<file path="src/rtl/dly_ctrl_pkg.sv">
// Shared constants and types for the delay-line control decoder.
// Bundles the lane count, bus widths and control-bit positions.
package dly_ctrl_pkg;

  localparam int DLY_NUM_LANES = 20;
  localparam int DLY_ADDR_W    = 5;
  localparam int DLY_CTRL_W    = 3;

  localparam int DLY_CTRL_LOAD   = 2;
  localparam int DLY_CTRL_ADJ    = 1;
  localparam int DLY_CTRL_INCDEC = 0;

  typedef logic [DLY_CTRL_W-1:0] dly_ctrl_t;

endpackage

</file>
<file path="src/rtl/dly_ctrl_reg.sv">
// One lane's registered control bus.
// It holds the command while selected and zero otherwise.
module dly_ctrl_reg
  import dly_ctrl_pkg::*;
(
  input  logic      CLK,
  input  logic      RST,
  input  logic      sel_i,
  input  dly_ctrl_t cmd_i,
  output dly_ctrl_t ctrl_o
);

  dly_ctrl_t ctrl_d;
  dly_ctrl_t ctrl_q;

  always_comb begin
    ctrl_d = '0;
    if (sel_i) ctrl_d = cmd_i;
  end

  always_ff @(posedge CLK) begin
    if (RST) ctrl_q <= '0;
    else     ctrl_q <= ctrl_d;
  end

  assign ctrl_o = ctrl_q;

endmodule

</file>
<file path="src/rtl/dly_sel_dcoder.sv">
// Steers one delay command to one of 20 registered lane buses.
// Addresses 20..31 select no lane, so every bus clears.
module dly_sel_dcoder
  import dly_ctrl_pkg::*;
(
  input  logic       CLK,
  input  logic       RST,
  input  logic       DLY_LOAD,
  input  logic       DLY_ADJ,
  input  logic       DLY_INCDEC,
  input  logic [4:0] DLY_ADDR,
  output logic [2:0] DLY0_CNTRL,
  output logic [2:0] DLY1_CNTRL,
  output logic [2:0] DLY2_CNTRL,
  output logic [2:0] DLY3_CNTRL,
  output logic [2:0] DLY4_CNTRL,
  output logic [2:0] DLY5_CNTRL,
  output logic [2:0] DLY6_CNTRL,
  output logic [2:0] DLY7_CNTRL,
  output logic [2:0] DLY8_CNTRL,
  output logic [2:0] DLY9_CNTRL,
  output logic [2:0] DLY10_CNTRL,
  output logic [2:0] DLY11_CNTRL,
  output logic [2:0] DLY12_CNTRL,
  output logic [2:0] DLY13_CNTRL,
  output logic [2:0] DLY14_CNTRL,
  output logic [2:0] DLY15_CNTRL,
  output logic [2:0] DLY16_CNTRL,
  output logic [2:0] DLY17_CNTRL,
  output logic [2:0] DLY18_CNTRL,
  output logic [2:0] DLY19_CNTRL
);

  dly_ctrl_t                 cmd;
  logic [DLY_NUM_LANES-1:0]  sel;
  dly_ctrl_t                 ctrl [DLY_NUM_LANES];

  always_comb begin
    cmd                  = '0;
    cmd[DLY_CTRL_LOAD]   = DLY_LOAD;
    cmd[DLY_CTRL_ADJ]    = DLY_ADJ;
    cmd[DLY_CTRL_INCDEC] = DLY_INCDEC;
  end

  always_comb begin
    sel = '0;
    for (int i = 0; i < DLY_NUM_LANES; i++) begin
      sel[i] = (DLY_ADDR == DLY_ADDR_W'(i));
    end
  end

  for (genvar g = 0; g < DLY_NUM_LANES; g++) begin : g_lane
    dly_ctrl_reg u_reg (
      .CLK    (CLK),
      .RST    (RST),
      .sel_i  (sel[g]),
      .cmd_i  (cmd),
      .ctrl_o (ctrl[g])
    );
  end

  assign DLY0_CNTRL  = ctrl[0];
  assign DLY1_CNTRL  = ctrl[1];
  assign DLY2_CNTRL  = ctrl[2];
  assign DLY3_CNTRL  = ctrl[3];
  assign DLY4_CNTRL  = ctrl[4];
  assign DLY5_CNTRL  = ctrl[5];
  assign DLY6_CNTRL  = ctrl[6];
  assign DLY7_CNTRL  = ctrl[7];
  assign DLY8_CNTRL  = ctrl[8];
  assign DLY9_CNTRL  = ctrl[9];
  assign DLY10_CNTRL = ctrl[10];
  assign DLY11_CNTRL = ctrl[11];
  assign DLY12_CNTRL = ctrl[12];
  assign DLY13_CNTRL = ctrl[13];
  assign DLY14_CNTRL = ctrl[14];
  assign DLY15_CNTRL = ctrl[15];
  assign DLY16_CNTRL = ctrl[16];
  assign DLY17_CNTRL = ctrl[17];
  assign DLY18_CNTRL = ctrl[18];
  assign DLY19_CNTRL = ctrl[19];

endmodule

</file>
<file path="config.mk">
export PLATFORM = sky130hd
export DESIGN_NAME = dly_sel_dcoder
export DESIGN_NICKNAME = d
export VERILOG_FILES = /design/src/rtl/dly_ctrl_pkg.sv /design/src/rtl/dly_ctrl_reg.sv /design/src/rtl/dly_sel_dcoder.sv
export SDC_FILE = /design/constraint.sdc
export NUM_CORES = 1
export LEC_CHECK = 0
export CAP_MARGIN = 0
export CORE_MARGIN = 2
export CORE_UTILIZATION = 43
export CTS_CLUSTER_SIZE = 30
export DETAILED_ROUTE_END_ITERATION = 10
export GPL_ROUTABILITY_DRIVEN = 0
export PLACE_DENSITY_LB_ADDON = 0.25
export SETUP_SLACK_MARGIN = 0.02
export SLEW_MARGIN = 20
export SYNTH_ARGS = -nofsm -noshare
export SYNTH_HDL_FRONTEND = slang
export SYNTH_SLANG_ARGS = --single-unit
</file>
<file path="constraint.sdc">
create_clock -name CLK -period 1.7 [get_ports CLK]
set_input_delay 0.34 -clock CLK [delete_from_list [all_inputs] [get_ports CLK]]
set_output_delay 0.34 -clock CLK [all_outputs]
set_load 0.05 [all_outputs]
</file>
==> flow_summary.toml <==
[finish]
num_antenna_cells = 0
drive_above_1_share_pct = 39.0
largest_register_ffs = 60
multiInputGateArea_um2 = 375
area.sequential_mm2 = 0.00120
area_growth_from_synthesis_to_final_layout_pct = 52.8
highest_count_cells_in_the_layout_ignoring_fill_and_taps = "sky130_fd_sc_hd__buf_4 (66), sky130_fd_sc_hd__nor2_1 (60), sky130_fd_sc_hd__dfxtp_1 (60), sky130_fd_sc_hd__clkbuf_8 (12), sky130_fd_sc_hd__clkdlybuf4s50_1 (9)"
num-fill-cells = 292
layout_commonest_cell = "sky130_fd_sc_hd__buf_4"
finish.cell_count_without_fillers = 276
net_count_final = 233
utilization_pct = 67.6

[floorplan]
die_area_mm2 = 0.00424
fp.coreArea_mm2 = 0.00363
die_x_um = 65.1
total_number_of_placement_rows = 22
floorplan.die.height_um = 65.1
pin_count = 70
initial_standard_cell_utilization_of_the_core_pct = 44.2

[power]
leakagePower_nw = 1.08
switching_share_pct = 19.7
p_total_mw = 3.00
cell_internal_pwr_mw = 2.41
sequential_power_share_pct = 47.3
vdd.ir_drop.worst_mv = 0.768
cellPowerDensity_mw_per_mm2 = 1220
pwr-share-clk_pct = 48.4
switching_power_mw = 0.591
share_comb_of_total_power_pct = 4.4

[grt]
grt.overflow.total = 0
first_global_vias = 1156
globalRouteTotalUtil_pct = 18.5
grt_antenna_before_repair = 0
grt_start_max_net_pins = 13
grt_pass1_wl_um = 5510

[logic_synthesis]
synth_nets = 154
synth-compound-area-share_pct = 0
netlist_area_mm2 = 0.00161
postSynthRegisterBits = 60
yosys.cell_types.count = 10
postSynthCellCount = 144
post_synth_fa_ha_maj_area_fraction_pct = 0
yosys.area_share.xor_xnor_pct = 0
syn_area_per_cell_um2 = 11.2
synthMuxAreaShare_pct = 0
yosys.area_share.simple_pct = 23.3
synth_top_family_by_area = "simple AND/OR/NAND/NOR gates"
synth-warning-count = 0
synth.yosys.seq_area_share_pct = 74.7

[critical_path]
timing.critical_path.to_type = "flop"
type_of_the_setup_path_with_the_least_slack = "primary input to flop"
critPathArrivalTime_ps = 1650
crit_fanout = 12
critical_path_required_ps = 1960
crit_path_start_kind = "primary input"

[detailed_routing]
detail_route.first_pass.iterations = 4
detail_routed_via_count_per_cell = 4.53
detail-route-antenna-nets = 0
route.detailed.drc = 0
routedWlPerCell_um = 12.9
dr.first_iter.drc_count = 24
route.final.wire_length_um = 3550
vias = 1251

[worst_hold_path]
worst_hold_path_type = "primary input to flop"

[timing]
max_slew_margin_pct = 85.3
timing_worst_slew_pin_value_ps = 220
clock.fmax_mhz = 719
hold-worst-slack_ps = 783
final_hold_viol_count = 0
rsz0062_at_grt = "no"
final.setup.tns_ps = 0
period_minus_slack_ps = 1390
report.final.setup_viol = 0
final_worst_path_cycle_share_pct = 81.8
timing_max_transition_violations_final = 0

[clock_tree]
cts.sinks = 60
cts_buffers = 9
clkSlewWorstSetupHoldPaths_ps = 60
clock_tree_from_tritoncts = "built"
cts_root_buf = "sky130_fd_sc_hd__clkbuf_8"
cts_resized = 0
cts_setup_buffers = 0
cts.path.max_buffers = 2
htreeDepth = 3
postCtsHoldBufs = 0

[outcome]
run_status = "complete, no violations"

[placement]
dpl.cell_count = 260
hpwl_um = 2490
port_buffers = 69

[job]
number_of_maximum_capacitance_violations = 0
## per-stage QoR
| stage | area, um^2 | setup slack [ps] |
|---|---|---|
| after global placement | 2220 | 24.6 |
| after detailed placement | 2220 | -25.3 |
| after CTS | 2460 | 332 |
| after floorplan | 1610 | 505 |
| final | 2460 | 309 |
| after global routing | 2460 | 263 |
## synthesized netlist by cell type
| cell | count | area, um^2 |
|---|---|---|
| sky130_fd_sc_hd__buf_2 | 4 | 20.0 |
| sky130_fd_sc_hd__clkbuf_1 | 3 | 11.3 |
| sky130_fd_sc_hd__dfxtp_1 | 60 | 1200 |
| sky130_fd_sc_hd__nand3_1 | 3 | 15.0 |
| sky130_fd_sc_hd__nand3b_1 | 6 | 45.0 |
| sky130_fd_sc_hd__nand4bb_1 | 1 | 11.3 |
| sky130_fd_sc_hd__nor2_1 | 60 | 225 |
| sky130_fd_sc_hd__or3b_2 | 3 | 26.3 |
| sky130_fd_sc_hd__or4_4 | 1 | 11.3 |
| sky130_fd_sc_hd__or4b_4 | 3 | 41.3 |
## routing by layer
metal | wire (um) | up-vias | global-route usage (%)
li1 | - | 610 | -
met1 | 1460 | 581 | 21.4
met2 | 1720 | 55 | 28.9
met3 | 312 | 5 | 8.90
met4 | 56 | 0 | 8.59
met5 | 0 | - | 0
## power groups by stage
stage / logic [mW] / clock network (mW) / registers, mW
2_1_floorplan: 0.0414 / 0 / 1.48
5_1_grt: 0.140 / 1.54 / 1.42
3_5_place_dp: 0.129 / 0 / 1.45
4_1_cts: 0.130 / 1.48 / 1.42
6_report: 0.130 / 1.45 / 1.42
3_3_place_gp: 0.127 / 0 / 1.45
## worst max-delay path, stage by stage
cell and delay [ps]:
sky130_fd_sc_hd__clkdlybuf4s50_1 490, sky130_fd_sc_hd__or4b_4 680, sky130_fd_sc_hd__nor2_1 140
## final timing paths
| path | from | depth (start not counted) | endpoint | slack (ps) |
|---|---|---|---|---|
| max | RST | 3 | g_lane[17].u_reg.ctrl_o[1] | 310 |
| min | DLY_ADJ | 3 | g_lane[6].u_reg.ctrl_o[1] | 780 |
## final cells by class
class	instances	area share [%]
sequential	60	48.9
timing repair buffer	75	23.8
multi-input combinational	77	15.3
clock buffer	12	6.72
clock inverter	4	2.85
tap	48	2.44
## logic make-up (layout without fill, tap and decap cells)
kind of cell           Yosys count  count (layout)
buffers and inverters            7              91
DFF                             60              60
and+or+nand+nor                 77              77
No activity file was read; power rests on OpenSTA's default activity.
